## config.mk

```make
export PLATFORM = sky130hd
export DESIGN_NAME = mdu_sequencer
export DESIGN_NICKNAME = d
export VERILOG_FILES = /design/src/rtl/mdu_sequencer.sv
export SDC_FILE = /design/constraint.sdc
export NUM_CORES = 1
export LEC_CHECK = 0
export CAP_MARGIN = 15
export CORE_ASPECT_RATIO = 1.1
export CORE_MARGIN = 2
export CORE_UTILIZATION = 54
export CTS_CLUSTER_DIAMETER = 120
export CTS_CLUSTER_SIZE = 24
export DETAILED_ROUTE_END_ITERATION = 10
export GPL_TIMING_DRIVEN = 1
export MAX_ROUTING_LAYER = met4
export PLACE_DENSITY = 0.92
export SLEW_MARGIN = 5
export SYNTH_ARGS = -nofsm -noshare
export SYNTH_HDL_FRONTEND = slang
export SYNTH_SLANG_ARGS = --single-unit
```

## constraint.sdc

```tcl
create_clock -name clk -period 2.95 [get_ports clk]
set_input_delay 0.59 -clock clk [delete_from_list [all_inputs] [get_ports clk]]
set_output_delay 0.59 -clock clk [all_outputs]
set_load 0.02 [all_outputs]
```

## src/rtl/mdu_sequencer.sv

```systemverilog
// rtl/mdu_sequencer.sv - iterative RV32M multiply/divide controller driving a shared ALU
module mdu_sequencer #(
    parameter int DATA_WIDTH    = 32,
    parameter int OPCODE_LENGTH = 4
) (
    input  logic                     clk,
    input  logic                     rst_n,
    input  logic                     in_valid,
    output logic                     in_ready,
    input  logic [2:0]               in_funct3,
    input  logic [DATA_WIDTH-1:0]    in_a,
    input  logic [DATA_WIDTH-1:0]    in_b,
    output logic                     out_valid,
    input  logic                     out_ready,
    output logic [DATA_WIDTH-1:0]    out_result,
    output logic                     busy,
    input  logic                     flush,
    output logic [DATA_WIDTH-1:0]    alu_a,
    output logic [DATA_WIDTH-1:0]    alu_b,
    output logic [OPCODE_LENGTH-1:0] alu_op,
    input  logic [DATA_WIDTH-1:0]    alu_result
);

    localparam int CW = (DATA_WIDTH > 1) ? $clog2(DATA_WIDTH) : 1;
    localparam logic [OPCODE_LENGTH-1:0] OP_ADD  = OPCODE_LENGTH'(4'b0010);
    localparam logic [OPCODE_LENGTH-1:0] OP_SUB  = OPCODE_LENGTH'(4'b0011);
    localparam logic [DATA_WIDTH-1:0]    MIN_NEG = {1'b1, {(DATA_WIDTH-1){1'b0}}};

    typedef enum logic [1:0] {S_IDLE, S_ITER, S_FIX, S_DONE} state_t;

    state_t state, state_nxt;

    logic                  is_mul, is_rem, q_neg, r_neg;
    logic [DATA_WIDTH-1:0] acc, opa, opb, res;
    logic [CW-1:0]         cnt;

    logic                  dec_div, dec_signed, dec_rem, a_neg, b_neg;
    logic                  div_zero, div_ovf, accept, div_ge, fix_neg;
    logic [DATA_WIDTH-1:0] a_mag, b_mag, bypass_val, r_shift, fix_val;

    // opa holds the multiplicand or dividend; quotient bits shift into its LSB as the dividend leaves
    always_comb begin
        dec_div    = in_funct3[2];
        dec_signed = dec_div & ~in_funct3[0];
        dec_rem    = dec_div & in_funct3[1];
        a_neg      = dec_signed & in_a[DATA_WIDTH-1];
        b_neg      = dec_signed & in_b[DATA_WIDTH-1];
        a_mag      = a_neg ? -in_a : in_a;
        b_mag      = b_neg ? -in_b : in_b;
        div_zero   = dec_div & (in_b == '0);
        div_ovf    = dec_signed & (in_a == MIN_NEG) & (in_b == '1);
        bypass_val = div_zero ? (dec_rem ? in_a : '1) : (dec_rem ? '0 : MIN_NEG);
        accept     = (state == S_IDLE) & in_valid & ~flush;
        r_shift    = {acc[DATA_WIDTH-2:0], opa[DATA_WIDTH-1]};
        // a set remainder MSB means the shifted value overflowed W bits, so it exceeds any divisor
        div_ge     = acc[DATA_WIDTH-1] | (r_shift >= opb);
        fix_val    = (is_mul | is_rem) ? acc : opa;
        fix_neg    = is_rem ? r_neg : q_neg;
    end

    always_comb begin
        state_nxt = state;
        alu_a     = '0;
        alu_b     = '0;
        alu_op    = OP_ADD;
        case (state)
            S_IDLE: begin
                if (accept) state_nxt = (div_zero | div_ovf) ? S_DONE : S_ITER;
            end
            S_ITER: begin
                if (is_mul) begin
                    alu_a = acc;
                    alu_b = opa;
                end else begin
                    alu_op = OP_SUB;
                    alu_a  = r_shift;
                    alu_b  = opb;
                end
                if (cnt == '0) state_nxt = S_FIX;
            end
            S_FIX: begin
                if (fix_neg) begin
                    alu_op = OP_SUB;
                    alu_b  = fix_val;
                end else begin
                    alu_a = fix_val;
                end
                state_nxt = S_DONE;
            end
            S_DONE: begin
                if (out_ready) state_nxt = S_IDLE;
            end
            default: state_nxt = S_IDLE;
        endcase
        if (flush) state_nxt = S_IDLE;
    end

    always_ff @(posedge clk or negedge rst_n) begin
        if (!rst_n) state <= S_IDLE;
        else        state <= state_nxt;
    end

    always_ff @(posedge clk or negedge rst_n) begin
        if (!rst_n) begin
            is_mul <= 1'b0;
            is_rem <= 1'b0;
            q_neg  <= 1'b0;
            r_neg  <= 1'b0;
            acc    <= '0;
            opa    <= '0;
            opb    <= '0;
            res    <= '0;
            cnt    <= '0;
        end else begin
            case (state)
                S_IDLE: begin
                    if (accept) begin
                        is_mul <= ~dec_div;
                        is_rem <= dec_rem;
                        q_neg  <= a_neg ^ b_neg;
                        r_neg  <= a_neg;
                        acc    <= '0;
                        opa    <= a_mag;
                        opb    <= b_mag;
                        cnt    <= CW'(DATA_WIDTH - 1);
                        if (div_zero | div_ovf) res <= bypass_val;
                    end
                end
                S_ITER: begin
                    cnt <= cnt - CW'(1);
                    if (is_mul) begin
                        if (opb[0]) acc <= alu_result;
                        opa <= opa << 1;
                        opb <= opb >> 1;
                    end else begin
                        acc <= div_ge ? alu_result : r_shift;
                        opa <= {opa[DATA_WIDTH-2:0], div_ge};
                    end
                end
                S_FIX: begin
                    if (!flush) res <= alu_result;
                end
                default: ;
            endcase
        end
    end

    assign in_ready   = (state == S_IDLE);
    assign busy       = (state != S_IDLE);
    assign out_valid  = (state == S_DONE);
    assign out_result = res;

endmodule

```

# After elaboration in Yosys (flattened, before gate mapping)
# Cells that the tools add are included.
dict set report op_classes {
  n_lt_le_gt_ge 1
  addsub 3
  bitwise_logic 16
  eq_ne 13
  n_reduce_logical 12
  n_mux 39
}
# cell count
set ops {}
lappend ops {{two-way mux 32 bit} 20}
lappend ops {{case mux 32 bit (2 select lines)} 6}
lappend ops {{equality test 32 bit (second input constant)} 2}
lappend ops {{negator 32 bit} 2}
lappend ops {{>= comparator 32 bit} 1}
lappend ops {{logical NOT 32 bit} 1}
lappend ops {{two-way mux 2 bit} 5}
lappend ops {{case mux 5 bit (2 select lines)} 1}
lappend ops {{bitwise AND 1 bit} 9}
lappend ops {{AND reduction 3 bit} 3}
lappend ops {{case mux 2 bit (4 select lines)} 1}
lappend ops {{!= test 3 x 1 -> 1 bit (second input constant)} 2}
lappend ops {{!= test 3 bit (second input constant)} 2}
lappend ops {{nonzero test 2 bit} 3}
lappend ops {{logical NOT 5 bit} 1}
lappend ops {{two-way mux 5 bit} 1}
lappend ops {{subtractor 5 x 1 -> 5 bit (second input constant)} 1}
lappend ops {{equality test 2 bit (second input constant)} 2}
lappend ops {{two-way mux 1 bit} 4}
lappend ops {{!= test 2 x 1 -> 1 bit (second input constant)} 2}
lappend ops {{!= test 2 bit (second input constant)} 2}
lappend ops {{AND reduction 2 bit} 2}
lappend ops {{AND reduction 4 bit} 1}
lappend ops {{inverter 1 bit} 3}
lappend ops {{5 further kinds} 7}
dict set report totals {
  inputBits 104
  register_bits 139
}

# Logic depth before layout (Yosys ltp)
# Gate-level depths: netlist of run 1.
dict set report depth {
  ltp_word 9
  mapped_depth 11
}

# Least setup slack after synthesis of run 1
# Ideal clock, no wire load.
dict set report synth_timing {
  kind {register -> register}
  start {reg state[0]}
  end {reg acc[0]}
  setup_time_ns 0.126
  arrival_time_ns 2.490
  n_path_buf 2
  required_time_ns 2.824
  stages_incl_launch_ff 11
  synth_period_minus_slack_ns 2.616
  setup_slack_ns 0.334
  cell_sequence {dfrtp_1 > inv_1 > ha_1 > clkbuf_1 > inv_1 > or3_1 > o21ai_0 > o21ai_0 > clkbuf_1 > and2_1 > a221o_1}
}
dict set report synth_between {
  elab_chain_cells 5
  elab_cells_between_ends 9
}
# element line_no
set synth_lines {}
lappend synth_lines {{from (decl)} 31} ;# state_t state, state_nxt;
lappend synth_lines {{from (signal assigned)} 100} ;# else state <= state_nxt;
lappend synth_lines {{logical NOT 2 bit (*)} -}
lappend synth_lines {{via in_ready} 9} ;# output logic in_ready,
lappend synth_lines {{bitwise AND 1 bit (2 in a row)} 53} ;# accept = (state == S_IDLE) & in_valid & ~flush;
lappend synth_lines {{!= test 2 x 1 -> 1 bit (no line)} -}
lappend synth_lines {{AND reduction 3 bit (no line)} -}
lappend synth_lines {{to (signal assigned)} 132} ;# if (opb[0]) acc <= alu_result;
lappend synth_lines {{to (signal assigned)} 136} ;# acc <= div_ge ? alu_result : r_shift;
lappend synth_lines {{to (decl)} 34} ;# logic [DATA_WIDTH-1:0] acc, opa, opb, res;
# Mark *: on every way through the listed nets, which the timed path passes. The rest lies on a longest branch.
# A chain may end at the register's enable or synchronous reset.

# Final worst setup path of run 1
dict set report layout_timing {
  start {reg opb[29]}
  end {reg acc[23]}
}
dict set report layout_between {
  elab_chain_cells 5
}
# element line_no
set layout_lines {}
lappend layout_lines {{from (decl)} 34}
lappend layout_lines {{from (signal assigned)} 124} ;# opb <= b_mag;
lappend layout_lines {{from (signal assigned)} 134} ;# opb <= opb >> 1;
lappend layout_lines {{>= comparator 32 bit} 56} ;# div_ge = acc[DATA_WIDTH-1] | (r_shift >= opb);
lappend layout_lines {{OR 1 bit} 56}
lappend layout_lines {{two-way mux 32 bit} 136}
lappend layout_lines {{two-way mux 32 bit} 131} ;# if (is_mul) begin
lappend layout_lines {{case mux 32 bit (2 select lines)} 115} ;# case (state)
# Every way passes these cells.

==> results.py, run 1 <==
metrics = {
    "power_and_ir_drop": {
        "peakVddDrop_mv": 0.679,
        "cellPowerDensity_nw_per_um2": 848,
        "p_leak_uw": 0.00675,
        "finalPower_uw": 12600,
    },
    "synth": {
        "ys_types": 59,
        "synthArstFlopShare_pct": 100,
        "syn_area_sq_um": 11000,
        "syn_avg_cell_area_sq_um": 8.01,
        "seq_area_frac_synth_pct": 31.7,
        "netlist_top_cells_area": "dfrtp_1 32%, mux2i_1 9.3%, nor2_1 7.6%",
        "syn_inst": 1369,
        "ys_ff_latch": 139,
        "synth_top_area_share_pct": 31.7,
        "ys.warnings.count": 0,
        "yosysTopAreaCell": "dfrtp_1",
        "synth_edf_count": 0,
        "synth-main-ff-cell": "dfrtp_1",
    },
    "floorplanning": {
        "die_h_um": 153,
        "initial_core_util_pct": 55.2,
        "coreArea_sq_um": 19900,
        "ios": 207,
        "rows": 54,
        "die-area_sq_um": 21500,
        "die_w_um": 140,
    },
    "finish": {
        "final_layout_size_suffix_gt1_share_pct": 14.7,
        "area_growth_syn_to_layout_pct": 35.1,
        "nFillCells": 1375,
        "fin_cells": 1910,
        "fin_nets": 1788,
    },
    "setup_path": {
        "rrSetupSlack_ns": -0.09,
        "cpMaxStageDelayCell": "nor4_1",
        "crit_start": "opb[29]",
        "crit_buf_inv": 2,
        "criticalPathCategory": "reg2reg",
        "slowest_delay_ns": 0.60,
        "timing.rr.end": "acc[23]",
        "setup.worst_path.end_class": "flop",
        "rr_startpoint": "opb[29]",
        "critPathCapture": "acc[23]",
        "path_depth": 9,
        "critPathLaunchType": "flop",
        "path_max_fanout": 32,
        "crit_arrival_ns": 3.35,
        "path_cells": "inv_1 > ha_1 > nand4_1 > nor4_1 > o21ai_0 > a31oi_2 > nor4_4 > buf_12 > a221o_1",
        "cp.required_ns": 3.26,
        "r2r_cells": 9,
        "critPathTopFamily": "compound AO/OA/AOI/OAI gates",
    },
    "grt": {
        "grt_overflow_total": 0,
        "grt_pass1_wl_mm": 60.9,
        "grt_pass1_vias": 11340,
        "track_usage_pct": 36.6,
        "grtUsageMet3_pct": 8.69,
        "top_usage_layer": "met2",
        "antenna_found_initial": 2,
        "met1_usage_pct": 47.9,
        "use_met2_pct": 56.0,
        "grt_max_degree": 86,
    },
    "clock_tree": {
        "clock_latency_ns": 0.44,
        "htree_levels": 4,
        "clk_path_buf_depth": 2,
        "cts_tree": "done",
        "path_clk_slew_ns": 0.06,
        "cts_made_buffers": 17,
        "cts_setup_buffers": 0,
        "cts_root_buf": "clkbuf_16",
        "clkSinkCount": 139,
    },
    "sta": {
        "drv_slew": 0,
        "hold_violations": 0,
        "finalSetupViolCount": 32,
        "worst_slack_ns": -0.0948,
        "slew_headroom_pct": 43.3,
        "skew_ns": 0.00828,
        "fmax_mhz": 328,
        "period_share_pct": 103,
        "whs_ns": 0.133,
        "tightest_slew_ns": 0.851,
        "min_period_ns": 3.04,
    },
    "worst_hold_path": {
        "hold_class": "in2async",
    },
    "route": {
        "wl_per_cell_um": 20.7,
        "vias": 12075,
        "drt_iter0_drc": 1707,
        "drt_pass1_iterations": 8,
        "drc": 0,
        "drtAntennaViolNets": 0,
        "routed_via_density": 6.32,
        "totalWireLength_mm": 39.6,
    },
    "placement": {
        "place_ws_ns": -0.135,
        "portBuffers": 203,
        "dp_hpwl_mm": 28.4,
        "gp_congestion": 1.07,
        "dp_cells": 1875,
    },
    "status": {
        "failed_checks": "negative setup slack",
        "status": "complete, but fails checks",
    },
    "run": {
        "cap_violations": 0,
    },
}
-- what timing repair did --
| item | 4_1_cts | 5_1_grt |
|---|---|---|
| cloned | 0 | 1 |
| gates resized for setup | 54 | 22 |
| endpoints found under the setup margin | 63 | 47 |
| hold buffers | 0 | 0 |
-- cells by family (layout without fill, tap and decap cells) --
logic type / after synthesis / in the layout / share of synthesized area [%]
muxes: 102 / 102 / 9.31
buffers and inverters: 142 / 427 / 5.26
xor gates and xnor gates: 58 / 58 / 4.63
other: 2 / 6 / 0.0685
adders and majority gates: 41 / 41 / 4.68
AOI/OAI and AO/OA: 385 / 385 / 22.1
and+or+nand+nor: 500 / 500 / 22.3
DFF: 139 / 139 / 31.7
-- metal layers --
layer  vias to the layer above  wire length, um  share of wire, %
met4                         0             1710               4.3
met3                       179             5250                13
li1                       5383                -                 -
met1                      5594            15000                38
met5                         -                0                 0
met2                       919            17600                44
-- layout by cell type, fill, tap and decap left out, types with 4 or more instances in the layout --
master           netlist  routed
dlymetal6s2s_1         0      14
inv_1                 46      46
or4_1                  4       4
clkdlybuf4s50_1        0     137
nor2_1               223     222
nor4_1                 6       6
o21ai_0               85      81
mux2i_1              102      97
a211oi_1               4       4
o21ai_1               27      30
dfrtp_1              139     138
inv_6                  0       4
a31oi_1                9       8
clkbuf_16              0      18
buf_4                  3     134
or3_1                 18      18
xor2_1                32      32
nand3_1                6       6
dlygate4sd2_1          0      50
o21ai_2                7       7
o31ai_1               14      14
nand2_1              120     120
nor3_1                16      16
and2_1                35      35
nand2b_1               5       5
a21oi_1              111     111
ha_1                  41      38
o22ai_1                9       9
o41ai_1                4       4
o221ai_1               6       6
xnor2_1               26      26
o21a_1                64      64
buf_12                 0      12
nor3_2                30      30
mux2i_2                0       5
a221o_1               32      32
nand4_1               14      14
-- cell type report --
cell class	count	area, sq um	area share, %
Sequential cell	139	3480	23.5
Clock inverter	13	141	0.954
Inverter	47	176	1.19
Multi-Input combinational cell	1089	7000	47.2
Clock buffer	18	439	2.96
Timing Repair Buffer	349	3270	22.0
Tap cell	252	315	2.13
Antenna cell	3	7.51	0.0506
-- power breakdown --
group          total (uW)  internal, uW  switching [uW]
sequential           3560          2620             934
clock                2170          1270             906
combinational        6830          2860            3980
-- state kept, by name, indices dropped and copies added (netlist names) --
name / flops
acc: 32
opb: 32
q_neg: 1
is_rem: 1
opa: 32
out_result: 32
state: 2
r_neg: 1
is_mul: 1
cnt: 5
-- worst min path at each step --
| stage | cells after the start | startpoint | slack [ns] | endpoint |
|---|---|---|---|---|
| after floorplan | 0 | rst_n | 0.29 | acc[0] |
| after global routing | 1 | rst_n | 0.18 | out_result[13] |
| final | 1 | rst_n | 0.13 | out_result[13] |
| after CTS | 1 | rst_n | 0.15 | out_result[13] |
| after detailed placement | 2 | q_neg | 0.47 | q_neg |
| after global placement | 2 | q_neg | 0.46 | q_neg |
-- metrics by stage --
stage               cell area, sq um  util (%)  TNS [ns]
floorplan                      11000         -         0
global placement               14200      71.5    -0.923
detailed placement             14200      71.5     -3.60
CTS                            14700      74.2    -0.799
global route                   14800      74.6     -1.53
finish                         14800      74.6     -1.93
-- Yosys cell counts, types with 16 or more instances --
cell      instances
o21ai_0          85
nand2_1         120
a21oi_1         111
xnor2_1          26
or3_1            18
ha_1             41
xor2_1           32
nor3_1           16
mux2i_1         102
nor3_2           30
o21a_1           64
dfrtp_1         139
o21ai_1          27
clkbuf_1         67
a221o_1          32
and2_1           35
nor2_1          223
inv_1            46
(Power assumes the default switching activity.)
==> run 2, diff against run 1 <==
--- a/config.mk
+++ b/config.mk
@@ -7,7 +7,6 @@
 export LEC_CHECK = 0
 export CAP_MARGIN = 15
 export CORE_ASPECT_RATIO = 1.1
-export CORE_MARGIN = 2
 export CORE_UTILIZATION = 54
 export CTS_CLUSTER_DIAMETER = 120
 export CTS_CLUSTER_SIZE = 24
==> results.py, run 2 (synthesized netlist as in run 1, its figures left out) <==
metrics = {
    "floorplanning": {
        "coreArea_sq_um": 19900,
        "rows": 54,
        "die_h_um": 151,
        "ios": 207,
        "initial_core_util_pct": 55.2,
        "die_w_um": 138,
        "die-area_sq_um": 20900,
    },
    "clock_tree": {
        "htree_levels": 4,
        "path_clk_slew_ns": 0.07,
        "clock_latency_ns": 0.45,
        "clk_path_buf_depth": 2,
        "cts_tree": "done",
        "cts_root_buf": "clkbuf_16",
        "cts_made_buffers": 17,
        "cts_setup_buffers": 0,
        "clkSinkCount": 139,
    },
    "finish": {
        "nFillCells": 1441,
        "diodes": 0,
        "multiInputGateArea_sq_um": 7000,
        "mostFrequentLayoutCell": "nor2_1",
        "ff_latch_area_sq_um": 3480,
        "fin_nets": 1789,
        "layout_common_cells": "222 x nor2_1, 137 x dfrtp_1, 137 x clkdlybuf4s50_1",
        "final_layout_size_suffix_gt1_share_pct": 15.0,
        "area_growth_syn_to_layout_pct": 35.1,
    },
    "setup_path": {
        "critPathLaunchType": "flop",
        "r2r_cells": 9,
        "cpMaxStageDelayCell": "a31oi_2",
        "slowest_delay_ns": 0.47,
        "path_max_fanout": 32,
        "setup.worst_path.end_class": "flop",
        "path_cells": "inv_1 > ha_1 > nand4_1 > nor3_1 > o21ai_0 > a31oi_2 > nor4_4 > buf_12 > a221o_1",
        "crit_arrival_ns": 3.23,
        "criticalPathCategory": "reg2reg",
        "cp.required_ns": 3.27,
    },
    "placement": {
        "place_ws_ns": -0.149,
        "gp_congestion": 1.08,
        "dp_hpwl_mm": 28.8,
        "portBuffers": 203,
    },
    "worst_hold_path": {
        "min_path_cells": 2,
        "hold_class": "reg2reg",
    },
    "power_and_ir_drop": {
        "p_leak_uw": 0.00668,
        "cellPowerDensity_nw_per_um2": 847,
        "finalPower_uw": 12600,
        "peakVddDrop_mv": 0.644,
    },
    "route": {
        "drtAntennaViolNets": 0,
        "drt_iter0_drc": 1480,
        "drc": 0,
        "vias": 12097,
        "wl_per_cell_um": 20.6,
        "totalWireLength_mm": 39.4,
        "routed_via_density": 6.34,
        "drt_pass1_iterations": 9,
    },
    "sta": {
        "skew_ns": 0.0108,
        "drv_slew": 0,
        "hold_violations": 0,
        "finalSetupViolCount": 0,
        "min_period_ns": 2.91,
        "slew_headroom_pct": 46.9,
        "whs_ns": 0.484,
        "rsz0062_at_grt": "no",
        "worst_slack_ns": 0.0404,
        "tightest_slew_ns": 0.797,
        "fmax_mhz": 344,
        "period_share_pct": 98.6,
    },
    "grt": {
        "track_usage_pct": 39.0,
        "grt_pass1_vias": 11419,
        "grt_max_degree": 72,
        "antenna_found_initial": 0,
        "grt_overflow_total": 0,
        "grt_pass1_wl_mm": 60.2,
    },
    "status": {
        "status": "complete, no violations",
    },
    "run": {
        "cap_violations": 0,
    },
}
-- run 2: cell count changes in the layout (fill, tap and decap cells not counted), moves of 2 or more --
cell            before  now
clkinvlp_4           3    5
clkinv_2             3    0
dlygate4sd2_1       50   56
buf_4              134  132
dlymetal6s2s_1      14    9
inv_8                0    2
bufinv_16            2    0
buf_12              12   14
diode_2              3    0
-- run 2: worst max-delay path, delay by kind of cell, from the launching register on --
kind,cells,cell delay (ns)
flip-flops,1,0.42
AO/OA/AOI/OAI,3,1.08
adder cells (fa/ha/maj),1,0.36
AND/OR/NAND/NOR,3,0.65
buffers and inverters,2,0.26
-- run 2: worst paths after layout --
kind	from	endpoint	slack, ns
worst max-delay path	opb[15]	acc[22]	0.04
min in group asynchronous	rst_n	out_result[7]	0.54
worst min register to register	out_result[2]	out_result[2]	0.48
max in group asynchronous	rst_n	is_mul	1.67
worst max register to register	opb[15]	acc[22]	0.04
worst min-delay path	out_result[2]	out_result[2]	0.48
-- run 2: metrics by stage --
step	setup TNS (ns)	cells	util (%)	instance area (sq um)
finish	0	1909	74.6	14800
CTS	-0.890	1908	74.2	14700
global route	0	1909	74.6	14800
detailed placement	-4.25	1875	71.6	14200
global placement	-1.28	1875	71.6	14200
floorplan	0	1370	-	11000
-- run 2: area by class of cell --
type	instances	area share (%)
Multi-Input combinational cell	1089	47.2
Sequential cell	139	23.5
Timing Repair Buffer	350	22.1
Clock buffer	18	2.96
Tap cell	252	2.13
Inverter	47	1.19
Clock inverter	14	0.870
-- run 2: where the power goes --
part | switching [uW] | total, uW | internal, uW
clock | 979 | 2110 | 1130
sequential | 939 | 3560 | 2620
combinational | 4030 | 6880 | 2850
total | 5950 | 12600 | 6610
-- run 2: metal layers --
layer	routed length [um]	track usage, %	up-vias
met2	17500	57.7	937
met3	5010	8.75	189
li1	-	-	5374
met5	0	-	-
met1	15100	50.6	5597
met4	1830	18.4	0
-- run 2: repair_timing --
item / CTS / global route
hold endpoints to repair: 11 / 0
cloned: 0 / 1
pin swaps: 0 / 1
hold buffers: 1 / 0
endpoints found under the setup margin: 97 / 41
gates resized for setup: 58 / 19
==> run 3, diff against run 2 <==
--- a/config.mk
+++ b/config.mk
@@ -8,13 +8,12 @@
 export CAP_MARGIN = 15
 export CORE_ASPECT_RATIO = 1.1
 export CORE_UTILIZATION = 54
-export CTS_CLUSTER_DIAMETER = 120
+export CTS_CLUSTER_DIAMETER = 100
 export CTS_CLUSTER_SIZE = 24
 export DETAILED_ROUTE_END_ITERATION = 10
-export GPL_TIMING_DRIVEN = 1
 export MAX_ROUTING_LAYER = met4
 export PLACE_DENSITY = 0.92
-export SLEW_MARGIN = 5
+export SLEW_MARGIN = 0
 export SYNTH_ARGS = -nofsm -noshare
 export SYNTH_HDL_FRONTEND = slang
 export SYNTH_SLANG_ARGS = --single-unit
==> results of run 3 <==
Final layout, timing and power as in run 2 (identical DEF).
